`config.mk`:
```
export PLATFORM = sky130hd
export DESIGN_NAME = serial_adder_ctrl
export DESIGN_NICKNAME = d
export VERILOG_FILES = /design/src/rtl/serial_adder_ctrl.sv
export SDC_FILE = /design/constraint.sdc
export NUM_CORES = 1
export LEC_CHECK = 0
export CAP_MARGIN = 10
export CORE_ASPECT_RATIO = 1.75
export CORE_MARGIN = 4
export CORE_UTILIZATION = 45
export CTS_BUF_LIST = sky130_fd_sc_hd__clkbuf_16
export DETAILED_ROUTE_END_ITERATION = 10
export GPL_ROUTABILITY_DRIVEN = 0
export PLACE_DENSITY = 0.74
export REMOVE_ABC_BUFFERS = 1
export SLEW_MARGIN = 20
export SYNTH_ARGS = -nofsm -noshare
export SYNTH_HDL_FRONTEND = slang
export SYNTH_SLANG_ARGS = --single-unit
export TNS_END_PERCENT = 1
```
`constraint.sdc`:
```
create_clock -name clk -period 1.91 [get_ports clk]
set_clock_uncertainty 0.15 [all_clocks]
set_input_delay 0.382 -clock clk [delete_from_list [all_inputs] [get_ports clk]]
set_output_delay 0.382 -clock clk [all_outputs]
set_load 0.005 [all_outputs]
```
`src/rtl/serial_adder_ctrl.sv`:
```
`default_nettype none
// ============================================================================
//  Module      : serial_adder_ctrl
//  Description : Bit-serial adder with IDLE/RUN/DONE controller. Computes
//                {cout, sum} = a + b + cin one bit per clock, LSB first, on a
//                single shared 1-bit full-adder slice (two half adders + OR).
//  Revision    : 1.0 - initial release
// ----------------------------------------------------------------------------
//  Ports
//    clk    in   1      rising-edge clock
//    reset  in   1      synchronous active-high reset
//    start  in   1      request pulse, accepted only in IDLE
//    a      in   WIDTH  operand A, sampled on the accepting edge
//    b      in   WIDTH  operand B, sampled on the accepting edge
//    cin    in   1      carry-in, sampled on the accepting edge
//    busy   out  1      high while the adder is in RUN
//    done   out  1      one-cycle completion pulse (DONE state)
//    sum    out  WIDTH  registered result
//    cout   out  1      registered carry out of bit WIDTH-1
// ============================================================================
module serial_adder_ctrl #(
    parameter int WIDTH = 16
) (
    input  logic             clk,
    input  logic             reset,
    input  logic             start,
    input  logic [WIDTH-1:0] a,
    input  logic [WIDTH-1:0] b,
    input  logic             cin,
    output logic             busy,
    output logic             done,
    output logic [WIDTH-1:0] sum,
    output logic             cout
);

    // Counter only ever needs to reach WIDTH-1, so ceil(log2(WIDTH)) bits
    // are sufficient and the counter never wraps while in RUN.
    localparam int CNT_W = (WIDTH > 1) ? $clog2(WIDTH) : 1;
    localparam logic [CNT_W-1:0] LAST_CNT = CNT_W'(WIDTH - 1);

    localparam logic [1:0] S_IDLE = 2'd0;
    localparam logic [1:0] S_RUN  = 2'd1;
    localparam logic [1:0] S_DONE = 2'd2;

    // ------------------------------------------------------------------
    // State and datapath registers
    // ------------------------------------------------------------------
    logic [1:0]       state_q, state_d;
    logic [WIDTH-1:0] a_sh_q,  a_sh_d;
    logic [WIDTH-1:0] b_sh_q,  b_sh_d;
    logic [WIDTH-1:0] sum_q,   sum_d;
    logic [CNT_W-1:0] cnt_q,   cnt_d;
    logic             carry_q, carry_d;
    logic             cout_q,  cout_d;

    // ------------------------------------------------------------------
    // Shared 1-bit full adder built from two half adders and an OR.
    // ------------------------------------------------------------------
    logic w_ha1_s;
    logic w_ha1_c;
    logic w_ha2_s;
    logic w_ha2_c;
    logic w_fa_c;

    always_comb begin
        w_ha1_s = a_sh_q[0] ^ b_sh_q[0];
        w_ha1_c = a_sh_q[0] & b_sh_q[0];
        w_ha2_s = w_ha1_s ^ carry_q;
        w_ha2_c = w_ha1_s & carry_q;
        w_fa_c  = w_ha1_c | w_ha2_c;
    end

    logic w_accept;
    logic w_last;

    always_comb begin
        w_accept = (state_q == S_IDLE) && start;
        w_last   = (state_q == S_RUN) && (cnt_q == LAST_CNT);
    end

    // ------------------------------------------------------------------
    // Process 1: state register
    // ------------------------------------------------------------------
    always_ff @(posedge clk) begin
        if (reset) begin
            state_q <= S_IDLE;
        end else begin
            state_q <= state_d;
        end
    end

    // ------------------------------------------------------------------
    // Process 2: next-state logic
    // ------------------------------------------------------------------
    always_comb begin
        state_d = state_q;
        case (state_q)
            S_IDLE: begin
                if (start) begin
                    state_d = S_RUN;
                end
            end
            S_RUN: begin
                if (cnt_q == LAST_CNT) begin
                    state_d = S_DONE;
                end
            end
            S_DONE: begin
                state_d = S_IDLE;
            end
            default: begin
                state_d = S_IDLE;
            end
        endcase
    end

    // ------------------------------------------------------------------
    // Process 3: outputs
    // ------------------------------------------------------------------
    always_comb begin
        busy = (state_q == S_RUN);
        done = (state_q == S_DONE);
        sum  = sum_q;
        cout = cout_q;
    end

    // ------------------------------------------------------------------
    // Datapath next-value logic
    // ------------------------------------------------------------------
    always_comb begin
        a_sh_d  = a_sh_q;
        b_sh_d  = b_sh_q;
        sum_d   = sum_q;
        cnt_d   = cnt_q;
        carry_d = carry_q;
        cout_d  = cout_q;

        if (w_accept) begin
            // Operands are captured only here; later changes on a/b/cin
            // cannot disturb the operation in flight.
            a_sh_d  = a;
            b_sh_d  = b;
            carry_d = cin;
            cnt_d   = '0;
        end else if (state_q == S_RUN) begin
            a_sh_d  = a_sh_q >> 1;
            b_sh_d  = b_sh_q >> 1;
            // Result enters at the MSB; after WIDTH shifts bit 0 of the
            // answer has reached sum[0].
            sum_d   = {w_ha2_s, sum_q[WIDTH-1:1]};
            carry_d = w_fa_c;
            if (w_last) begin
                cout_d = w_fa_c;
            end else begin
                cnt_d  = cnt_q + CNT_W'(1);
            end
        end
    end

    always_ff @(posedge clk) begin
        if (reset) begin
            a_sh_q  <= '0;
            b_sh_q  <= '0;
            sum_q   <= '0;
            cnt_q   <= '0;
            carry_q <= 1'b0;
            cout_q  <= 1'b0;
        end else begin
            a_sh_q  <= a_sh_d;
            b_sh_q  <= b_sh_d;
            sum_q   <= sum_d;
            cnt_q   <= cnt_d;
            carry_q <= carry_d;
            cout_q  <= cout_d;
        end
    end

endmodule
`default_nettype wire

```
==> results of run 1 <==
kinds of logic (layout without fill, tap and decap cells):
group	after synthesis	count (layout)	share of synthesized area, %
flip-flops	56	56	51.8
AO/OA/AOI/OAI	91	91	25.7
buffers and inverters	22	73	4.86
adder cells (fa/ha/maj)	2	2	1.50
AND/OR/NAND/NOR	83	83	16.2
cells in the mapped netlist (2+ instances only):
cell type / number / share of area (%)
nand2_1: 66 / 11
dfxtp_1: 56 / 52
a21oi_1: 52 / 12
a22oi_1: 31 / 11
clkbuf_1: 10 / 1.7
buf_2: 9 / 2.1
nand3_1: 6 / 1.4
o21ai_0: 3 / 0.69
a211oi_2: 2 / 1.2
nor3_1: 2 / 0.46
or3_1: 2 / 0.58
timing repair:
action                     4_1_cts  5_1_grt
setup endpoints to repair        1        2
hold endpoints to repair         0        0
gates resized for setup          0        2
setup buffers                    1        0
layout by cell type (no fill, tap or decap), types with 2 or more instances in the layout:
cell type | synthesis | final
clkbuf_16 | 0 | 5
a21oi_1 | 52 | 52
a211oi_2 | 2 | 2
clkdlybuf4s50_1 | 0 | 51
nand3_1 | 6 | 6
o21ai_0 | 3 | 3
buf_12 | 0 | 4
dfxtp_1 | 56 | 56
nor3_1 | 2 | 2
dlymetal6s2s_1 | 0 | 2
nand2_1 | 66 | 66
or3_1 | 2 | 2
a22oi_1 | 31 | 31
buf_4 | 1 | 6
final timing paths:
| check | end | slack, ns | depth (start not counted) |
|---|---|---|---|
| max reg2reg | cnt_q[0] | 0.32 | 4 |
| max | sum[13] | 0.21 | 1 |
| min | sum[0] | 0.31 | 2 |
| min reg2reg | sum[0] | 0.31 | 2 |
final cells by class:
cell class	count	area, µm²
fillers	416	1690
flip-flops and latches	56	1120
multi-input cells	176	948
repair buffers	64	666
clock buffers	5	125
well taps	52	65.1
clock inverters	3	42.5
inverters	1	3.75
power by group:
part / total (W) / switching [W] / internal, W
logic: 0.000297 / 0.000146 / 0.000151
clock network: 0.00102 / 0.000403 / 0.000616
registers: 0.00124 / 0.0000268 / 0.00122
total: 0.00256 / 0.000576 / 0.00198
metal layers:
metal | wire [µm] | vias to the layer above
met3 | 194 | 6
met4 | 48 | 0
met5 | 0 | -
met2 | 2570 | 43
met1 | 1800 | 924
li1 | - | 992
state kept, by name, summed over array words and instances (netlist names):
name	cells
b_sh_q	16
state_q	2
cout	1
a_sh_q	16
sum	16
carry_q	1
cnt_q	4
per-stage QoR:
| stage | cell area [µm²] | instances | setup TNS (ns) | hold WS (ns) |
|---|---|---|---|---|
| floorplan | 2060 | 233 | -6.12 | 0.281 |
| global placement | 2790 | 348 | 0 | 0.290 |
| detailed placement | 2790 | 348 | 0 | 0.298 |
| CTS | 2970 | 357 | 0 | 0.308 |
| global route | 2970 | 357 | 0 | 0.322 |
| finish | 2970 | 357 | 0 | 0.307 |
==> impl_metrics.toml, run 1 <==
[status]
status = "complete, no violations"

[logic_synthesis]
ys_types = 26
syn_area_mm2 = 0.00216
async_flop_share_pct = 0
ys.flop_type = "dfxtp_1"
ys_ff_latch = 56
synth_area_per_cell_um2 = 8.52
synth_edf_count = 0
syn_inst = 254
yosys_warnings = 0
synth_seq_area_share_pct = 51.8

[power]
powerDensity_mw_per_mm2 = 862
leakage_nw = 1.06
peakVddDrop_mv = 0.807
p_total_w = 0.00256

[cts]
hold_buffers = 0
root_buffer = "clkbuf_16"
cts.htree.levels = 2
cts_tree = "done"
clockBufferDepth = 2
cts_buffers = 5
path_clk_slew_ns = 0.07
clock_latency_ns = 0.28
cts.sink_count = 56

[global_route]
use_met3_pct = 2.47
grt_use_met2_pct = 31.0
grt_overflow_total = 0
antenna_found_initial = 0
first_global_vias = 1820
grt_max_degree = 52
grt_util_met1_pct = 16.6
grt-busiest-layer = "met2"
grt_pass1_wl_um = 7690
track_usage_pct = 16.3

[critical_path]
crit_type = "flop to output pin"
worst_ep_required_time_ns = 1.38
worst_path_max_delay_cell = "clkdlybuf4s50_1"
start_kind = "flop"
critPathTopFamily = "buffers and inverters"
startpoint = "sum[13]"
cp.arrival_ns = 1.16
path_buf_inv = 1
worstSetupEndpointType = "output pin"
crit_fanout = 3
reg2reg_from = "cnt_q[0]"
cpPeakStageDelay_ns = 0.51
crit_chain = "clkdlybuf4s50_1"

[floorplan]
fp.dieArea_mm2 = 0.00603
die_h_um = 99.7
fp.dieW_um = 60.4
initial_core_util_pct = 46.4
core_area_mm2 = 0.00467
io_pins = 55
core.rowCount = 33

[sta]
final-hold-violation-count = 0
final.setup.worst_slack_ns = 0.214
finalSetupViolations = 0
drv_slew = 0
period_minus_slack_ns = 1.70
worstMarginPinSlew_ns = 0.449
clock.fmax_mhz = 589
rsz0062_at_grt = "no"
fin_crit_sh_pct = 88.8
worst_slew_margin_rel_pct = 70.1

[drt]
drc_errors = 0
first_iter_violations = 100
finalWirelength_um = 4610
avgViaCountPerCell = 5.50
ant_nets = 0
wire_per_inst_um = 12.9
vias = 1965
first_pass_iters = 4

[final_layout]
nets = 342
syn2layout_area_growth_pct = 37.3
antenna_cells = 0
drive_above_1_share_pct = 8.20
final_util_pct = 63.7

[min_path]
worstHoldStart = "sum[0]"
hp-class = "flop to flop"

[placement]
hpwl_um = 3080
place.port_buffers = 54
pre_cts_ws_ns = 0.0703

[flow_run]
drv_cap = 0
Note: power is estimated with default switching activity, not from simulation.
==> inputs of run 2 (changes only) <==
--- a/config.mk
+++ b/config.mk
@@ -6,13 +6,15 @@
 export NUM_CORES = 1
 export LEC_CHECK = 0
 export CAP_MARGIN = 10
+export CELL_PAD_IN_SITES_DETAIL_PLACEMENT = 0
+export CELL_PAD_IN_SITES_GLOBAL_PLACEMENT = 1
 export CORE_ASPECT_RATIO = 1.75
-export CORE_MARGIN = 4
-export CORE_UTILIZATION = 45
+export CORE_MARGIN = 1.5
+export CORE_UTILIZATION = 38
 export CTS_BUF_LIST = sky130_fd_sc_hd__clkbuf_16
 export DETAILED_ROUTE_END_ITERATION = 10
 export GPL_ROUTABILITY_DRIVEN = 0
-export PLACE_DENSITY = 0.74
+export PLACE_DENSITY = 0.83
 export REMOVE_ABC_BUFFERS = 1
 export SLEW_MARGIN = 20
 export SYNTH_ARGS = -nofsm -noshare
==> constraint.sdc (replaced) <==
create_clock -name clk -period 2 [get_ports clk]
set_clock_uncertainty 0.15 [all_clocks]
set_input_delay 0.4 -clock clk [delete_from_list [all_inputs] [get_ports clk]]
set_output_delay 0.4 -clock clk [all_outputs]
set_load 0.005 [all_outputs]
==> impl_metrics.toml, run 2 (same netlist as run 1, synthesis figures left out) <==
[global_route]
track_usage_pct = 16.3
grt_max_degree = 52
antenna_found_initial = 0
grt_pass1_wl_um = 7800
grt_overflow_total = 0
first_global_vias = 1833

[final_layout]
syn2layout_area_growth_pct = 36.3
antenna_cells = 0
drive_above_1_share_pct = 8.25
nFillCells = 542
fin_cells = 379
final_cell_area_mm2 = 0.00295
layout_commonest_cell = "nand2_1"
final_cell_mix = "nand2_1 (66), dfxtp_1 (54), clkdlybuf4s50_1 (53)"
nets = 340

[floorplan]
core.rowCount = 36
fp.dieArea_mm2 = 0.00618
io_pins = 55
die_h_um = 103
initial_core_util_pct = 39.1
fp.dieW_um = 60.1
core_area_mm2 = 0.00554

[drt]
wire_per_inst_um = 12.6
finalWirelength_um = 4760
first_iter_violations = 79
avgViaCountPerCell = 5.16
first_pass_iters = 4
ant_nets = 0
drc_errors = 0
vias = 1955

[cts]
clock_latency_ns = 0.29
cts_buffers = 5
cts.sink_count = 56
clockBufferDepth = 2
hold_buffers = 0
cts_tree = "done"
path_clk_slew_ns = 0.06
root_buffer = "clkbuf_16"
cts.htree.levels = 2

[min_path]
hp-class = "flop to flop"
min_path_cells = 2

[critical_path]
rr_worst_depth = 5
crit_fanout = 5
worstSetupEndpointType = "output pin"
worst_ep_required_time_ns = 1.45
cp.arrival_ns = 1.33
start_kind = "flop"
crit_type = "flop to output pin"

[sta]
worst_slew_margin_rel_pct = 65.1
worstMarginPinSlew_ns = 0.524
drv_slew = 0
period_minus_slack_ns = 1.88
fin_crit_sh_pct = 94.0
rsz0062_at_grt = "no"
final-hold-violation-count = 0
fin_hold_ws_ns = 0.305
finalSetupViolations = 0
clock.fmax_mhz = 532

[power]
peakVddDrop_mv = 0.703
leakage_nw = 1.01
powerDensity_mw_per_mm2 = 780

[placement]
place.port_buffers = 54
place_inst = 371
hpwl_um = 3120
postPlaceCellArea_mm2 = 0.00280

[status]
status = "complete, no violations"

[flow_run]
drv_cap = 0
## run 2: changes by cell type in the layout (fill, tap and decap cells not counted)
| cell | before | now |
|---|---|---|
| buf_12 | 4 | 3 |
| buf_4 | 6 | 5 |
| bufinv_16 | 1 | 0 |
| clkdlybuf4s50_1 | 51 | 53 |
| clkinv_1 | 0 | 1 |
| clkinv_2 | 1 | 2 |
| clkinvlp_4 | 1 | 0 |
| dfxtp_1 | 56 | 54 |
| dfxtp_2 | 0 | 2 |
| dlymetal6s2s_1 | 2 | 0 |
| nand2b_1 | 1 | 0 |
| nand2b_4 | 0 | 1 |
## run 2: layer usage
metal  global-route usage, %  routed length, µm
met5                       0                  0
met4                    6.67                 86
met3                    2.63                164
met2                    29.9               2500
met1                    17.8               2010
## run 2: critical path: stages, from the launching register on
cell	delay, ns
dfxtp_2	0.35
nand2b_4	0.15
inv_2	0.05
clkdlybuf4s50_1	0.49
## run 2: path summary, 6_finish.rpt
kind | start | endpoint | slack, ns
setup / recovery | state_q[1] | busy | 0.12
hold / removal | sum[0] | sum[0] | 0.30
setup reg to reg | state_q[1] | cnt_q[1] | 0.40
hold reg to reg | sum[0] | sum[0] | 0.30
## run 2: report_power, final
part           switching [W]  internal, W
combinational       0.000140     0.000140
clock               0.000373     0.000456
sequential         0.0000284      0.00116
## run 2: area by class of cell
cell class / count / area [µm²] / share of cell area [%]
clock inverters: 3 / 13.8 / 0.466
clock buffers: 5 / 125 / 4.24
inverters: 1 / 3.75 / 0.127
multi-input cells: 176 / 956 / 32.4
flip-flops and latches: 56 / 1120 / 38.1
well taps: 76 / 95.1 / 3.22
repair buffers: 62 / 633 / 21.5
## run 2: metrics by stage
step,power [W],TNS [ns],setup slack [ns],util [%]
floorplan,0.00133,-3.58,-0.112,-
global placement,0.00149,0,0.121,50.6
detailed placement,0.00150,0,0.104,50.6
CTS,0.00233,0,0.0378,53.1
global route,0.00240,0,0.0587,53.3
finish,0.00230,0,0.119,53.3
## run 2: timing repair
item                                    4_1_cts  5_1_grt
endpoints found under the setup margin        1        2
cloned                                        0        0
endpoints found under the hold margin         0        0
gates resized for setup                       1        2
buffers inserted                              0        0
